### src/rtl/uart_pkg.sv
// Shared UART definitions: receiver/transmitter state encoding, parity-mode
// constants and a small timing helper.
package uart_pkg;

    // Receiver states (plain constants so older code can reuse them).
    localparam logic [2:0] ST_IDLE      = 3'd0;
    localparam logic [2:0] ST_START     = 3'd1;
    localparam logic [2:0] ST_DATA      = 3'd2;
    localparam logic [2:0] ST_PAR       = 3'd3;
    localparam logic [2:0] ST_STOP      = 3'd4;
    localparam logic [2:0] ST_WAIT_HIGH = 3'd5;

    // Parity modes.
    localparam int unsigned PAR_NONE = 0;
    localparam int unsigned PAR_ODD  = 1;
    localparam int unsigned PAR_EVEN = 2;

    // Counter value at which the start bit is re-checked. The IDLE cycle that
    // first sees the line low is already the first cycle of the half-bit wait,
    // and the counter is cleared on leaving IDLE, so the compare value is
    // DIV/2 - 2. Clamped for degenerate dividers below 4.
    function automatic int unsigned start_ticks(input int unsigned div);
        return (div >= 4) ? (div / 2 - 2) : 0;
    endfunction

endpackage

### src/rtl/sync_2ff.sv
// Two-flop synchronizer for a single asynchronous input.
// Ports:
//   clk - system clock
//   rst - synchronous active-high reset, loads RESET_VAL into both flops
//   d   - asynchronous input
//   q   - synchronized output
module sync_2ff #(
    parameter logic RESET_VAL = 1'b1
) (
    input  logic clk,
    input  logic rst,
    input  logic d,
    output logic q
);

    logic meta_q;
    logic sync_q;

    always_ff @(posedge clk) begin
        if (rst) begin
            meta_q <= RESET_VAL;
            sync_q <= RESET_VAL;
        end else begin
            meta_q <= d;
            sync_q <= meta_q;
        end
    end

    assign q = sync_q;

endmodule

### src/rtl/uart_rx.sv
// UART receiver: start-bit validation, mid-bit sampling, optional parity and
// one or two checked stop bits.
// Ports:
//   clk        - system clock
//   rst        - synchronous active-high reset
//   rx         - asynchronous serial line, idle high
//   data       - last received payload (LSB first on the line)
//   valid      - one-cycle strobe when data / error flags are updated
//   frame_err  - a checked stop bit was low (qualified by valid)
//   parity_err - parity mismatch (qualified by valid), 0 without parity
//   busy       - receiver is not idle
module uart_rx
    import uart_pkg::*;
#(
    parameter int unsigned CLK_HZ    = 50000000,
    parameter int unsigned BAUD      = 9600,
    parameter int unsigned DATA_BITS = 8,
    parameter int unsigned PARITY    = 0,
    parameter int unsigned STOP_BITS = 1
) (
    input  logic                 clk,
    input  logic                 rst,
    input  logic                 rx,
    output logic [DATA_BITS-1:0] data,
    output logic                 valid,
    output logic                 frame_err,
    output logic                 parity_err,
    output logic                 busy
);

    localparam int unsigned DIV = CLK_HZ / BAUD;
    localparam int unsigned CW  = $clog2(DIV) + 1;

    localparam logic [CW-1:0] BIT_TC   = CW'(DIV - 1);
    localparam logic [CW-1:0] START_TC = CW'(start_ticks(DIV));
    localparam logic [3:0]    DATA_LAST = 4'(DATA_BITS - 1);
    localparam logic [3:0]    STOP_LAST = 4'(STOP_BITS - 1);
    localparam bit            HAS_PAR   = (PARITY != PAR_NONE);
    localparam bit            ODD_PAR   = (PARITY == PAR_ODD);

    logic rxs;

    sync_2ff #(
        .RESET_VAL(1'b1)
    ) u_sync (
        .clk(clk),
        .rst(rst),
        .d  (rx),
        .q  (rxs)
    );

    logic [2:0]           state_q, state_d;
    logic [CW-1:0]        cnt_q, cnt_d;
    logic [3:0]           bit_q, bit_d;
    logic [DATA_BITS-1:0] shreg_q, shreg_d;
    logic                 par_bit_q, par_bit_d;
    logic                 ferr_acc_q, ferr_acc_d;
    logic [DATA_BITS-1:0] data_q, data_d;
    logic                 valid_q, valid_d;
    logic                 frame_err_q, frame_err_d;
    logic                 parity_err_q, parity_err_d;
    logic                 tick;

    assign tick = (cnt_q == BIT_TC);

    always_comb begin
        state_d      = state_q;
        cnt_d        = cnt_q;
        bit_d        = bit_q;
        shreg_d      = shreg_q;
        par_bit_d    = par_bit_q;
        ferr_acc_d   = ferr_acc_q;
        data_d       = data_q;
        valid_d      = 1'b0;
        frame_err_d  = frame_err_q;
        parity_err_d = parity_err_q;

        case (state_q)
            ST_IDLE: begin
                cnt_d = '0;
                if (!rxs) begin
                    state_d = ST_START;
                end
            end

            ST_START: begin
                if (cnt_q == START_TC) begin
                    cnt_d = '0;
                    bit_d = '0;
                    // Line back high at mid start bit: glitch, not a frame.
                    state_d = rxs ? ST_IDLE : ST_DATA;
                end else begin
                    cnt_d = cnt_q + 1'b1;
                end
            end

            ST_DATA: begin
                if (tick) begin
                    cnt_d   = '0;
                    shreg_d = {rxs, shreg_q[DATA_BITS-1:1]};
                    if (bit_q == DATA_LAST) begin
                        bit_d      = '0;
                        ferr_acc_d = 1'b0;
                        state_d    = HAS_PAR ? ST_PAR : ST_STOP;
                    end else begin
                        bit_d = bit_q + 4'd1;
                    end
                end else begin
                    cnt_d = cnt_q + 1'b1;
                end
            end

            ST_PAR: begin
                if (tick) begin
                    cnt_d     = '0;
                    par_bit_d = rxs;
                    state_d   = ST_STOP;
                end else begin
                    cnt_d = cnt_q + 1'b1;
                end
            end

            ST_STOP: begin
                if (tick) begin
                    cnt_d = '0;
                    if (bit_q == STOP_LAST) begin
                        valid_d      = 1'b1;
                        data_d       = shreg_q;
                        frame_err_d  = ferr_acc_q | ~rxs;
                        parity_err_d = HAS_PAR && (((^shreg_q) ^ par_bit_q) != ODD_PAR);
                        // A low final stop bit means a break; wait for the line to recover.
                        state_d      = rxs ? ST_IDLE : ST_WAIT_HIGH;
                    end else begin
                        ferr_acc_d = ferr_acc_q | ~rxs;
                        bit_d      = bit_q + 4'd1;
                    end
                end else begin
                    cnt_d = cnt_q + 1'b1;
                end
            end

            ST_WAIT_HIGH: begin
                if (rxs) begin
                    state_d = ST_IDLE;
                end
            end

            default: begin
                state_d = ST_IDLE;
            end
        endcase
    end

    always_ff @(posedge clk) begin
        if (rst) begin
            state_q      <= ST_IDLE;
            cnt_q        <= '0;
            bit_q        <= '0;
            shreg_q      <= '0;
            par_bit_q    <= 1'b0;
            ferr_acc_q   <= 1'b0;
            data_q       <= '0;
            valid_q      <= 1'b0;
            frame_err_q  <= 1'b0;
            parity_err_q <= 1'b0;
        end else begin
            state_q      <= state_d;
            cnt_q        <= cnt_d;
            bit_q        <= bit_d;
            shreg_q      <= shreg_d;
            par_bit_q    <= par_bit_d;
            ferr_acc_q   <= ferr_acc_d;
            data_q       <= data_d;
            valid_q      <= valid_d;
            frame_err_q  <= frame_err_d;
            parity_err_q <= parity_err_d;
        end
    end

    assign data       = data_q;
    assign valid      = valid_q;
    assign frame_err  = frame_err_q;
    assign parity_err = parity_err_q;
    assign busy       = (state_q != ST_IDLE);

endmodule

### config.mk
export PLATFORM = sky130hd
export DESIGN_NAME = uart_rx
export DESIGN_NICKNAME = d
export VERILOG_FILES = /design/src/rtl/uart_pkg.sv /design/src/rtl/sync_2ff.sv /design/src/rtl/uart_rx.sv
export SDC_FILE = /design/constraint.sdc
export NUM_CORES = 1
export LEC_CHECK = 0
export ABC_CLOCK_PERIOD_IN_PS = 6300
export BUFFER_PORTS_ARGS = -buffer_cell sky130_fd_sc_hd__buf_4
export CORE_UTILIZATION = 47
export CTS_BUF_LIST = sky130_fd_sc_hd__clkbuf_8
export DETAILED_ROUTE_END_ITERATION = 8
export PLACE_DENSITY = 0.73
export SYNTH_ARGS = -nofsm -noshare
export SYNTH_HDL_FRONTEND = slang
export SYNTH_SLANG_ARGS = --single-unit
export TNS_END_PERCENT = 5
### constraint.sdc
create_clock -name clk -period 6.3 [get_ports clk]
set_clock_uncertainty 0.15 [all_clocks]
set_input_delay 0.315 -clock clk [delete_from_list [all_inputs] [get_ports clk]]
set_output_delay 0.315 -clock clk [all_outputs]
set_load 0.01 [all_outputs]
==> flow_summary.toml <==
[global_routing]
grt_pass1_wl_mm = 6.727
antenna_found_initial = 0
grt_pass1_vias = 1548
grt_max_degree = 34
grt_overflow = 0
grt.total_usage_pct = 19.82

[synthesis]
synth-seq-area-share_pct = 41.61
synth-edff-count = 0
ys_types = 53
yosysTopAreaCellShare_pct = 41.61
ys_ff_latch = 42
async_flop_share_pct = 0
synth_nets = 241
synth_ff_type = "dfxtp_1"
yosys.area.top_type = "dfxtp_1"
synth_area_leaders = "dfxtp_1 (42%), nor2_1 (5.8%), mux2i_1 (4.5%)"
avgSynthCellArea_um2 = 8.635
syn_area_um2 = 2021
synth_warnings = 0
synthCells = 234

[floorplan]
die_h_um = 67.57
initial_core_util_pct = 49.80
core_area_um2 = 4058
die_area_um2 = 4566
ioPinCount = 15
chipWidth_um = 67.57
rows = 23

[sta]
hold_violations = 0
setup_tns_ns = 0
fmax_ghz = 0.4056
min_period_ns = 2.465
rsz0062_at_grt = "no"
holdWs_ns = 0.04654
setup_viol = 0
timing.slew.headroom_pct = 50.11
maxSlewViolCount = 0
post-route-period-util_pct = 39.13
worst_pin_slew_ns = 0.7468

[setup_path]
crit_path_max_fanout = 16
endpoint_kind = "register"
critPathLaunchType = "register"
rrSetupSlack_ns = 3.83
reg2reg_to = "cnt_q[11]$_SDFFE_PP0P_"
path_buf_inv = 0
reg2reg_from = "state_q[0]$_SDFFE_PP0P_"
cp_top_family = "simple AND/OR/NAND/NOR gates"
worstPathArrival_ns = 2.52
reg2regPathDepth = 5
crit_type = "register to register"
critPathRequiredTime_ns = 6.36
crit_top_cell = "a211oi_1"
crit_path_max_incr_delay_ns = 0.62
worstPathCellList = "or3b_1 -> a41oi_2 -> a211oi_1 -> or3_1 -> a211oi_1"
crit_slowest_cell = "dfxtp_1"

[final_layout]
area_growth_pct = 11.64
final_common_cell = "dfxtp_1"
drive_gt1_share_pct = 13.06
fillCellCount = 381
final_nets = 251
diodes = 0
mostFrequentLayoutCells = "dfxtp_1 (42), nor2_1 (31), nand2_1 (20)"

[place]
dp_hpwl_mm = 2.720
port_buffers = 13
gp_congestion = 0.8618

[hold_path]
min_to = "u_sync.meta_q$_SDFF_PP1_"
holdPathStages = 2
hp-start = "rx"
hp-class = "input port to register"

[clock_network]
clock_latency_ns = 0.30
cts_root_buf = "clkbuf_8"
hold_buffers = 0
cts_num_sinks = 42
post-cts-setup-buffers = 0
ctsHtreeMaxLevel = 2
path_clk_slew_ns = 0.08
cts_tree = "built"
ctsResizeCount = 0
cts_buffers = 5
clockBufferDepth = 2

[power_and_ir_drop]
p_seq_share_pct = 48.5
power_frac_clock_pct = 35.9
p_comb_share_pct = 15.5
peakVddDrop_mv = 0.1555
cellPowerDensity_nw_per_um2 = 265.7
internal-power_w = 0.0004313
swShare_pct = 28.03
switchingPower_w = 0.0001680
p_total_w = 0.0005993
p_leak_nw = 0.7695

[detailed_routing]
avgRoutedWirePerCell_um = 13.37
wirelength_mm = 3.943
antenna_left = 0
drt_iter0_markers = 61
vias = 1633
drcViolationCount = 0
dr.pass1.iters = 4
routed_via_density = 5.536

[job]
drv_cap = 0

[outcome]
status = "completed"
-- power by group through the flow --
stage	registers (W)	logic [W]	clock network (W)
3_3_place_gp	0.000295	0.0000933	0
2_1_floorplan	0.000285	0.0000826	0
6_report	0.000291	0.0000931	0.000215
3_5_place_dp	0.000297	0.0000932	0
5_1_grt	0.000294	0.000105	0.000231
4_1_cts	0.000290	0.0000933	0.000222
-- area by class of cell --
type                    count  area, um2  share of cell area [%]
inverters                   8      30.03                   1.331
multi-input cells         172       1096                   48.59
clock inverters             3      45.04                   1.997
repair buffers             15      112.6                   4.992
flip-flops and latches     42      840.8                   37.27
clock buffers               5      68.82                   3.050
well taps                  50      62.56                   2.773
-- metrics by stage --
| step | area, um2 | worst slack (ns) | utilization [%] | std cells |
|---|---|---|---|---|
| 5_1_grt | 2256 | 3.576 | 55.60 | 295 |
| 2_1_floorplan | 2021 | 4.236 | - | 234 |
| 3_3_place_gp | 2142 | 3.914 | 52.79 | 287 |
| 3_5_place_dp | 2142 | 3.877 | 52.79 | 287 |
| 4_1_cts | 2256 | 3.824 | 55.60 | 295 |
| 6_report | 2256 | 3.835 | 55.60 | 295 |
-- cells by family (layout without fill, tap and decap cells) --
family          after synthesis  after routing  share of synthesized area, %
flops                        42             42                         41.61
fa+ha+maj                     4              4                         2.477
compound gates               44             44                         15.42
other cells                   1              1                        0.1856
buf+inv                      20             31                         4.149
simple gates                104            104                         27.37
xor+xnor                     10             10                         4.334
mux                           9              9                         4.458
-- sequential cells by signal (all words and copies together), names as in the netlist --
signal,count
frame_err,1
u_sync.q,1
data,8
shreg_q,8
bit_q,4
cnt_q,14
valid,1
ferr_acc_q,1
u_sync.meta_q,1
state_q,3
-- Yosys cell counts, types with 2 or more instances --
cell type  count
ha_1           4
or2_2          2
a21oi_1       16
nand4_1        6
nand3_1        6
nand2_1       20
o211ai_1       3
nor3_1         7
a22oi_1        2
a311oi_1       2
nand2b_1       7
nor2_1        31
and3_1         2
and2_1         2
o21a_1         3
xor2_1         4
dfxtp_1       42
nand3b_1       3
or3b_2         2
o21ai_0        4
inv_1          8
or3_1          2
nor4_1         2
mux2i_1        9
a211oi_1       2
o32ai_1        2
clkbuf_1       7
xnor2_1        6
buf_2          4
-- worst max-delay path by stage --
stage / start / to / slack (ns) / depth (start not counted)
floorplan: cnt_q[1]$_SDFFE_PP0P_ / state_q[0]$_SDFFE_PP0P_ / 4.24 / 6
global placement: cnt_q[1]$_SDFFE_PP0P_ / bit_q[2]$_SDFFE_PP0P_ / 3.91 / 6
detailed placement: state_q[0]$_SDFFE_PP0P_ / cnt_q[11]$_SDFFE_PP0P_ / 3.88 / 5
CTS: state_q[0]$_SDFFE_PP0P_ / cnt_q[11]$_SDFFE_PP0P_ / 3.82 / 5
global route: state_q[0]$_SDFFE_PP0P_ / cnt_q[11]$_SDFFE_PP0P_ / 3.58 / 5
finish: state_q[0]$_SDFFE_PP0P_ / cnt_q[11]$_SDFFE_PP0P_ / 3.83 / 5
-- routing by layer --
metal  part of all wire [%]  routed length [um]  track usage (%)
met1                     46                1829            23.49
met2                     49                1932            33.66
met3                    3.0                 118            4.054
met4                    1.6                  62            9.574
met5                      0                   0                0
Note: power is estimated with default switching activity, not from simulation.
